<file path="src/rtl/cachepool_l1_coalescer.sv">
// CachePool L1 upstream coalescer: merges same-line narrow reads into one
// line-wide request and fans the line response back out in acceptance order.
module cachepool_l1_coalescer #(
  parameter int unsigned AddrWidth       = 32,
  parameter int unsigned NarrowDataWidth = 64,
  parameter int unsigned LineWidth       = 256,
  parameter int unsigned CoalFactor      = 2,
  parameter int unsigned IdWidth         = 6,
  parameter int unsigned WindowTimeout   = 4
) (
  input  logic                         clk_i,
  input  logic                         rst_i,
  input  logic                         req_valid_i,
  output logic                         req_ready_o,
  input  logic [AddrWidth-1:0]         req_addr_i,
  input  logic                         req_write_i,
  input  logic [NarrowDataWidth-1:0]   req_wdata_i,
  input  logic [NarrowDataWidth/8-1:0] req_be_i,
  input  logic [IdWidth-1:0]           req_id_i,
  output logic                         rsp_valid_o,
  input  logic                         rsp_ready_i,
  output logic [NarrowDataWidth-1:0]   rsp_data_o,
  output logic [IdWidth-1:0]           rsp_id_o,
  output logic                         line_req_valid_o,
  input  logic                         line_req_ready_i,
  output logic [AddrWidth-1:0]         line_req_addr_o,
  output logic                         line_req_write_o,
  output logic [LineWidth-1:0]         line_req_wdata_o,
  output logic [LineWidth/8-1:0]       line_req_be_o,
  input  logic                         line_rsp_valid_i,
  output logic                         line_rsp_ready_o,
  input  logic [LineWidth-1:0]         line_rsp_data_i
);

  localparam int unsigned LineBytes   = LineWidth / 8;
  localparam int unsigned NarrowBytes = NarrowDataWidth / 8;
  localparam int unsigned NumWords    = LineWidth / NarrowDataWidth;
  localparam int unsigned OffW        = $clog2(LineBytes);
  localparam int unsigned WordLsb     = $clog2(NarrowBytes);
  localparam int unsigned SelW        = OffW - WordLsb;
  localparam int unsigned TagW        = AddrWidth - OffW;
  localparam int unsigned CntW        = $clog2(CoalFactor + 1);
  localparam int unsigned IdxW        = (CoalFactor > 1) ? $clog2(CoalFactor) : 1;
  localparam int unsigned TmrW        = (WindowTimeout > 1) ? $clog2(WindowTimeout) : 1;

  typedef enum logic [2:0] {IDLE, COLLECT, ISSUE, WAIT_RSP, REPLY} state_e;

  state_e                 state_q, state_d;
  logic [TagW-1:0]        tag_q, tag_d;
  logic                   write_q, write_d;
  logic [LineWidth-1:0]   wdata_q, wdata_d;
  logic [LineBytes-1:0]   be_q, be_d;
  logic [LineWidth-1:0]   line_data_q, line_data_d;
  logic [IdWidth-1:0]     ent_id_q [CoalFactor];
  logic [IdWidth-1:0]     ent_id_d [CoalFactor];
  logic [SelW-1:0]        ent_off_q [CoalFactor];
  logic [SelW-1:0]        ent_off_d [CoalFactor];
  logic [CntW-1:0]        cnt_q, cnt_d;
  logic [IdxW-1:0]        idx_q, idx_d;
  logic [TmrW-1:0]        timer_q, timer_d;
  logic                   line_req_valid_q, line_rsp_ready_q, rsp_valid_q;

  logic [TagW-1:0]        req_tag;
  logic [SelW-1:0]        req_sel;
  logic [LineBytes-1:0]   word_be;
  logic [NarrowDataWidth-1:0] line_words [NumWords];
  logic                   unused_addr;

  assign req_tag     = req_addr_i[AddrWidth-1:OffW];
  assign req_sel     = req_addr_i[OffW-1:WordLsb];
  assign word_be     = LineBytes'({NarrowBytes{1'b1}}) << (req_sel * NarrowBytes);
  assign unused_addr = ^req_addr_i[WordLsb-1:0];

  for (genvar w = 0; w < NumWords; w++) begin : g_words
    assign line_words[w] = line_data_q[w*NarrowDataWidth +: NarrowDataWidth];
  end

  // Next-state and buffer update
  always_comb begin
    state_d     = state_q;
    tag_d       = tag_q;
    write_d     = write_q;
    wdata_d     = wdata_q;
    be_d        = be_q;
    line_data_d = line_data_q;
    cnt_d       = cnt_q;
    idx_d       = idx_q;
    timer_d     = timer_q;
    req_ready_o = 1'b0;
    for (int i = 0; i < CoalFactor; i++) begin
      ent_id_d[i]  = ent_id_q[i];
      ent_off_d[i] = ent_off_q[i];
    end
    unique case (state_q)
      IDLE: begin
        req_ready_o = 1'b1;
        if (req_valid_i) begin
          tag_d        = req_tag;
          write_d      = req_write_i;
          ent_id_d[0]  = req_id_i;
          ent_off_d[0] = req_sel;
          cnt_d        = CntW'(1);
          timer_d      = '0;
          if (req_write_i) begin
            wdata_d = LineWidth'(req_wdata_i) << (req_sel * NarrowDataWidth);
            be_d    = LineBytes'(req_be_i) << (req_sel * NarrowBytes);
            state_d = ISSUE;
          end else begin
            wdata_d = '0;
            be_d    = word_be;
            state_d = (CoalFactor > 1) ? COLLECT : ISSUE;
          end
        end
      end
      COLLECT: begin
        req_ready_o = req_valid_i & ~req_write_i & (req_tag == tag_q);
        if (req_ready_o) begin
          ent_id_d[cnt_q[IdxW-1:0]]  = req_id_i;
          ent_off_d[cnt_q[IdxW-1:0]] = req_sel;
          be_d    = be_q | word_be;
          timer_d = '0;
          cnt_d   = cnt_q + CntW'(1);
          if (cnt_d == CntW'(CoalFactor)) state_d = ISSUE;
        end else if (req_valid_i) begin
          state_d = ISSUE;  // flush: conflicting request waits for IDLE
        end else if (timer_q == TmrW'(WindowTimeout - 1)) begin
          state_d = ISSUE;
        end else begin
          timer_d = timer_q + TmrW'(1);
        end
      end
      ISSUE: begin
        if (line_req_ready_i) state_d = WAIT_RSP;
      end
      WAIT_RSP: begin
        if (line_rsp_valid_i) begin
          line_data_d = line_rsp_data_i;
          idx_d       = '0;
          state_d     = REPLY;
        end
      end
      REPLY: begin
        if (rsp_ready_i) begin
          if (CntW'(idx_q) + CntW'(1) == cnt_q) state_d = IDLE;
          else idx_d = idx_q + IdxW'(1);
        end
      end
      default: state_d = IDLE;
    endcase
  end

  always_ff @(posedge clk_i or posedge rst_i) begin
    if (rst_i) begin
      state_q          <= IDLE;
      tag_q            <= '0;
      write_q          <= 1'b0;
      wdata_q          <= '0;
      be_q             <= '0;
      line_data_q      <= '0;
      cnt_q            <= '0;
      idx_q            <= '0;
      timer_q          <= '0;
      line_req_valid_q <= 1'b0;
      line_rsp_ready_q <= 1'b0;
      rsp_valid_q      <= 1'b0;
      for (int i = 0; i < CoalFactor; i++) begin
        ent_id_q[i]  <= '0;
        ent_off_q[i] <= '0;
      end
    end else begin
      state_q          <= state_d;
      tag_q            <= tag_d;
      write_q          <= write_d;
      wdata_q          <= wdata_d;
      be_q             <= be_d;
      line_data_q      <= line_data_d;
      cnt_q            <= cnt_d;
      idx_q            <= idx_d;
      timer_q          <= timer_d;
      line_req_valid_q <= (state_d == ISSUE);
      line_rsp_ready_q <= (state_d == WAIT_RSP);
      rsp_valid_q      <= (state_d == REPLY);
      for (int i = 0; i < CoalFactor; i++) begin
        ent_id_q[i]  <= ent_id_d[i];
        ent_off_q[i] <= ent_off_d[i];
      end
    end
  end

  assign line_req_valid_o = line_req_valid_q;
  assign line_req_addr_o  = {tag_q, OffW'(0)};
  assign line_req_write_o = write_q;
  assign line_req_wdata_o = wdata_q;
  assign line_req_be_o    = be_q;
  assign line_rsp_ready_o = line_rsp_ready_q;
  assign rsp_valid_o      = rsp_valid_q;
  assign rsp_id_o         = ent_id_q[idx_q];
  assign rsp_data_o       = write_q ? '0 : line_words[ent_off_q[idx_q]];

endmodule

</file>
<file path="config.mk">
export PLATFORM = sky130hd
export DESIGN_NAME = cachepool_l1_coalescer
export DESIGN_NICKNAME = d
export VERILOG_FILES = /design/src/rtl/cachepool_l1_coalescer.sv
export SDC_FILE = /design/constraint.sdc
export NUM_CORES = 1
export LEC_CHECK = 0
export BUFFER_PORTS_ARGS = -buffer_cell sky130_fd_sc_hd__buf_2
export CORE_MARGIN = 2
export CORE_UTILIZATION = 30
export CTS_CLUSTER_DIAMETER = 80
export DETAILED_ROUTE_END_ITERATION = 6
export GPL_ROUTABILITY_DRIVEN = 1
export MAX_ROUTING_LAYER = met4
export SLEW_MARGIN = 25
export SYNTH_ARGS = -nofsm -noshare
export SYNTH_HDL_FRONTEND = slang
export SYNTH_SLANG_ARGS = --single-unit
</file>
<file path="constraint.sdc">
create_clock -name clk_i -period 34.8 [get_ports clk_i]
set_input_delay 1.74 -clock clk_i [delete_from_list [all_inputs] [get_ports clk_i]]
set_output_delay 1.74 -clock clk_i [all_outputs]
set_load 0.02 [all_outputs]
</file>
### Yosys cells after proc, flatten, opt, wreduce, memory -nomap -nowiden

Cells that the tools add are included.

* add/subtract/negate cells: 4
* $lt $le $gt $ge: 4
* eq/ne operators: 18
* shift operators: 3
* mux-type cells: 51
* bitwise operators: 7
* reductions and logical operators: 10

Operators with widths (number)
* two-way mux 256 bit: 1
* left shift 64 x 8 -> 256 bit: 1
* two-way mux 64 bit: 3
* binary-select mux 64 bit (select 2 bit): 1
* two-way mux 32 bit: 3
* one-hot mux 32 bit (2 select lines): 1
* OR 32 bit: 1
* left shift 8 x 5 -> 32 bit: 1
* left shift 8 x 5 -> 32 bit (first input constant): 1
* two-way mux 6 bit: 5
* == test 27 bit: 1
* two-way mux 3 bit: 9
* two-way mux 2 bit: 12
* one-hot mux 3 bit (5 select lines): 1
* bitwise mux 12 bit: 1
* == test 3 x 2 -> 1 bit (second input constant): 4
* two-way mux 12 bit: 1
* one-hot mux 2 bit (2 select lines): 3
* one-hot mux 6 bit (2 select lines): 1
* inequality test 2 bit (second input constant): 5
* AND reduction 4 bit: 2
* demux 6 bit (select 1 bit): 1
* == test 3 bit (second input constant): 2
* inequality test 3 bit (second input constant): 2
* other kinds (23): 34

* register bits: 599
* input bits: 373
* output and inout bits: 395
* logic and storage cells: 113

### Longest topological paths before layout

* word-level depth: 9
* gate-level depth with buffers: 7
* mapped depth without buffers: 6

### Worst setup path before layout

Ideal clock, no wire load.

* kind: input-to-output
* start point: input port req_addr_i[25]
* end point: output port req_ready_o
* data arrival time: 2.885 ns
* required time: 33.060 ns
* path slack: 30.175 ns
* stages: 5
* buffers on the path: 0
* cells stage by stage: xnor2_1 > nand4_1 > nor4_2 > a21oi_1 > nor3_1

* word-level cells in the longest chain between the ends: 3

Ends and longest elaborated chain
* start: declaration: RTL line 15 `input logic [AddrWidth-1:0] req_addr_i,`
* == test 27 bit: RTL line 116 `req_ready_o = req_valid_i & ~req_write_i & (req_tag == tag_q);`
* bitwise AND 1 bit: RTL line 116
* one-hot mux 1 bit (2 select lines): RTL line 94 `unique case (state_q)`
* end: declaration: RTL line 14 `output logic req_ready_o,`

No other way between the ends.

### Worst setup path after layout

* start point: register idx_q
* end point: output port rsp_data_o[31]

* word-level cells in the longest chain between the ends: 9

Ends and longest elaborated chain
* start: declaration: RTL line 59 `logic [IdxW-1:0] idx_q, idx_d;`
* start signal: assignment: RTL line 178 `idx_q <= idx_d;`
* inverter 1 -> 2 bit (implied by the code): RTL line 198 `assign rsp_data_o = write_q ? '0 : line_words[ent_off_q[idx_q]];`
* two-way mux 2 bit (implied by the code) (3 in a row): RTL line 198
* inverter 2 -> 3 bit (implied by the code): RTL line 198
* binary-select mux 64 bit (select 2 bit): RTL line 198
* two-way mux 64 bit (implied by the code) (2 in a row): RTL line 198
* two-way mux 64 bit: RTL line 198
* end: declaration: RTL line 22 `output logic [NarrowDataWidth-1:0] rsp_data_o,`

No other way between the ends. The select of a mux whose other input is x is not followed.

==> results.py <==
metrics = {
    "clock_network": {
        "postCtsHoldBufs": 0,
        "clkSinkCount": 599,
        "path_clk_slew_ps": 60,
        "cts_tree": "built",
        "cts_resized": 0,
        "cts-root-buf": "clkbuf_16",
        "cts_buffers": 72,
        "clockBufferDepth": 3,
        "insertion_delay_ps": 610,
        "post_cts_buffers": 0,
        "cts_htree_levels": 3,
    },
    "setup_path": {
        "cp-end-kind": "output port",
        "r2r_start": "state_q[1]",
        "crit_start": "idx_q",
        "cp_max_fo": 41,
        "cp-start-kind": "flop",
        "worstPathRequired_ps": 33060,
        "worstPathArrival_ps": 4060,
        "worstSetupPathType": "flop to output port",
    },
    "cells_and_area": {
        "layout_common_cells": "buf_2, dfrtp_1, nand2_1",
        "area.growth.synth_to_final_pct": 28.7,
        "layout-drive-gt1-share_pct": 44.9,
        "final_common_cell": "buf_2",
        "num-fill-cells": 8223,
        "layout.nets": 3124,
    },
    "synthesis": {
        "synthMuxAreaShare_pct": 18.3,
        "syn_inst": 2055,
        "synth_top_flop_cell": "dfrtp_1",
        "synth.ff_latch_count": 599,
        "synth-compound-area-share_pct": 9.39,
        "synth-seq-area-share_pct": 58.9,
        "synth_simple_gate_area_share_pct": 9.55,
        "synth_xor_area_share_pct": 0.929,
        "ys_types": 43,
        "synth-edff-count": 0,
        "syn_area_um2": 25500,
        "async_flop_share_pct": 100,
        "synth_top_family_by_area": "multiplexers",
        "yosysWarnings": 0,
        "synth-adder-area-share_pct": 0.0983,
        "synth_area_per_cell_um2": 12.4,
    },
    "pwr": {
        "vdd_drop_max_v": 0.0000428,
        "p_int_uw": 1920,
        "p_leak_uw": 0.0159,
        "seq_power_share_pct": 36.1,
        "pwr-share-clk_pct": 25.4,
        "p_switching_uw": 1110,
        "combPwrFrac_pct": 38.5,
        "powerDensity_nw_per_um2": 92.5,
        "switching_share_pct": 36.8,
    },
    "routing": {
        "first_pass_iters": 5,
        "routed_wl_mm": 82.1,
        "via_count": 18628,
        "wl_per_cell_um": 20.7,
        "via_per_inst": 4.70,
        "postRouteAntennaNets": 0,
        "route.detailed.drc": 0,
        "drtIter0Drc": 1148,
    },
    "min_path": {
        "worstHoldPathType": "flop to flop",
        "hold_start": "line_req_wdata_o[204]",
    },
    "placed_design": {
        "dp_hpwl_mm": 57.8,
        "numPortBuffers": 759,
        "gp_congestion": 0.838,
    },
    "timing": {
        "rsz0062_at_grt": "false",
        "fin_crit_sh_pct": 16.7,
        "fmax_ghz": 0.172,
        "setup_violations": 0,
        "fin_crit_ps": 5800,
        "slew_viol_final": 0,
        "slew_headroom_pct": 35.0,
        "tightest_slew_ps": 976,
        "fin_setup_tns_ps": 0,
        "holdWs_ps": 467,
        "skew_ps": 36.9,
        "final_hold_viol_count": 0,
    },
    "status": {
        "status": "finished clean",
    },
    "global_route": {
        "gr-usage-all-layers_pct": 18.8,
        "antenna_found_initial": 36,
        "grt_overflow_total": 0,
        "grt_pass1_vias": 19106,
        "grt_max_degree": 243,
        "grt_pass1_wl_mm": 120,
    },
    "die": {
        "io_pins": 768,
        "die_h_um": 295,
        "core_um2": 83800,
        "initial_core_util_pct": 30.4,
        "dieArea_um2": 87200,
        "rows": 106,
        "die_w_um": 295,
    },
    "run": {
        "cap_violations": 0,
    },
}
## cell usage after synthesis (10+ instances only)
cell type	n	area (um^2)
mux4_2	64	1440
clkbuf_1	121	454
mux2_4	16	240
dfrtp_1	599	15000
mux2_2	263	2960
xnor2_1	27	236
nand2b_1	10	62.6
nor2b_1	69	432
o21ai_0	36	180
buf_2	36	180
nand2_1	412	1550
nor2_1	40	150
nand4_1	11	68.8
o31ai_1	257	1930
a21oi_1	37	185
## cell type report
| type | count | area [um^2] | area share [%] |
|---|---|---|---|
| clock buffer | 101 | 2090 | 6.39 |
| antenna | 30 | 75.1 | 0.229 |
| inverter | 3 | 18.8 | 0.0573 |
| multi-input combinational | 1287 | 9810 | 29.9 |
| tap | 1134 | 1420 | 4.33 |
| timing repair buffer | 786 | 4040 | 12.3 |
| clock inverter | 27 | 339 | 1.03 |
| sequential | 599 | 15000 | 45.7 |
## final timing paths
kind,endpoint,slack [ps],cells after the start
setup / recovery,rsp_data_o[31],29000,6
hold / removal,line_req_wdata_o[204],470,2
setup reg to reg,line_req_wdata_o[35],30820,6
hold reg to reg,line_req_wdata_o[204],470,2
max in group asynchronous,line_data_q[220],30410,5
min in group asynchronous,ent_id_q[1],1300,2
## through the flow
stage,setup slack [ps],cells,total power [uW],cell area [um^2],util [%]
finish,29000,3967,3030,32800,39.1
global route,28680,3966,3210,32800,39.1
CTS,28790,3936,3070,32700,39.0
detailed placement,29440,3808,2290,30200,36.1
global placement,29350,3808,2270,30200,36.1
floorplan,16290,2059,1900,25500,-
## registers in the layout, indices dropped and copies added, names as in the netlist
signal            cells
ent_id_q             12
tag_q                27
line_req_be_o        32
line_req_wdata_o    256
rsp_valid_o           1
timer_q               2
line_rsp_ready_o      1
cnt_q                 2
line_req_write_o      1
idx_q                 1
line_req_valid_o      1
state_q               3
ent_off_q             4
line_data_q         256
## per-layer routing
metal / part of all wire, % / routed length [um] / vias up / GRT usage (%)
li1: - / - / 8677 / -
met1: 40 / 33200 / 9150 / 22.2
met2: 47 / 39000 / 682 / 29.5
met3: 9.8 / 8030 / 119 / 7.09
met4: 2.3 / 1890 / 0 / 6.26
met5: 0 / 0 / - / -
## worst max-delay path, cell delays in order, from the launching register on
cell     delay [ps]
dfrtp_1         780
mux2i_4         320
buf_4           490
buf_4           760
mux4_2          600
nor2b_1         200
buf_2           240
## cells by family after synthesis
logic type      count (synthesis)
buf+inv                       173
other cells                     1
mux                           345
flops                         599
compound gates                342
fa+ha+maj                       2
xor+xnor                       27
simple gates                  566
## power by group through the flow
stage / clock [uW] / sequential (uW) / combinational [uW]
after floorplan: 0 / 1200 / 699
after global placement: 0 / 1090 / 1170
after detailed placement: 0 / 1100 / 1180
after CTS: 793 / 1100 / 1180
after global routing: 820 / 1130 / 1270
final: 769 / 1090 / 1170
No activity file was read; power rests on OpenSTA's default activity.
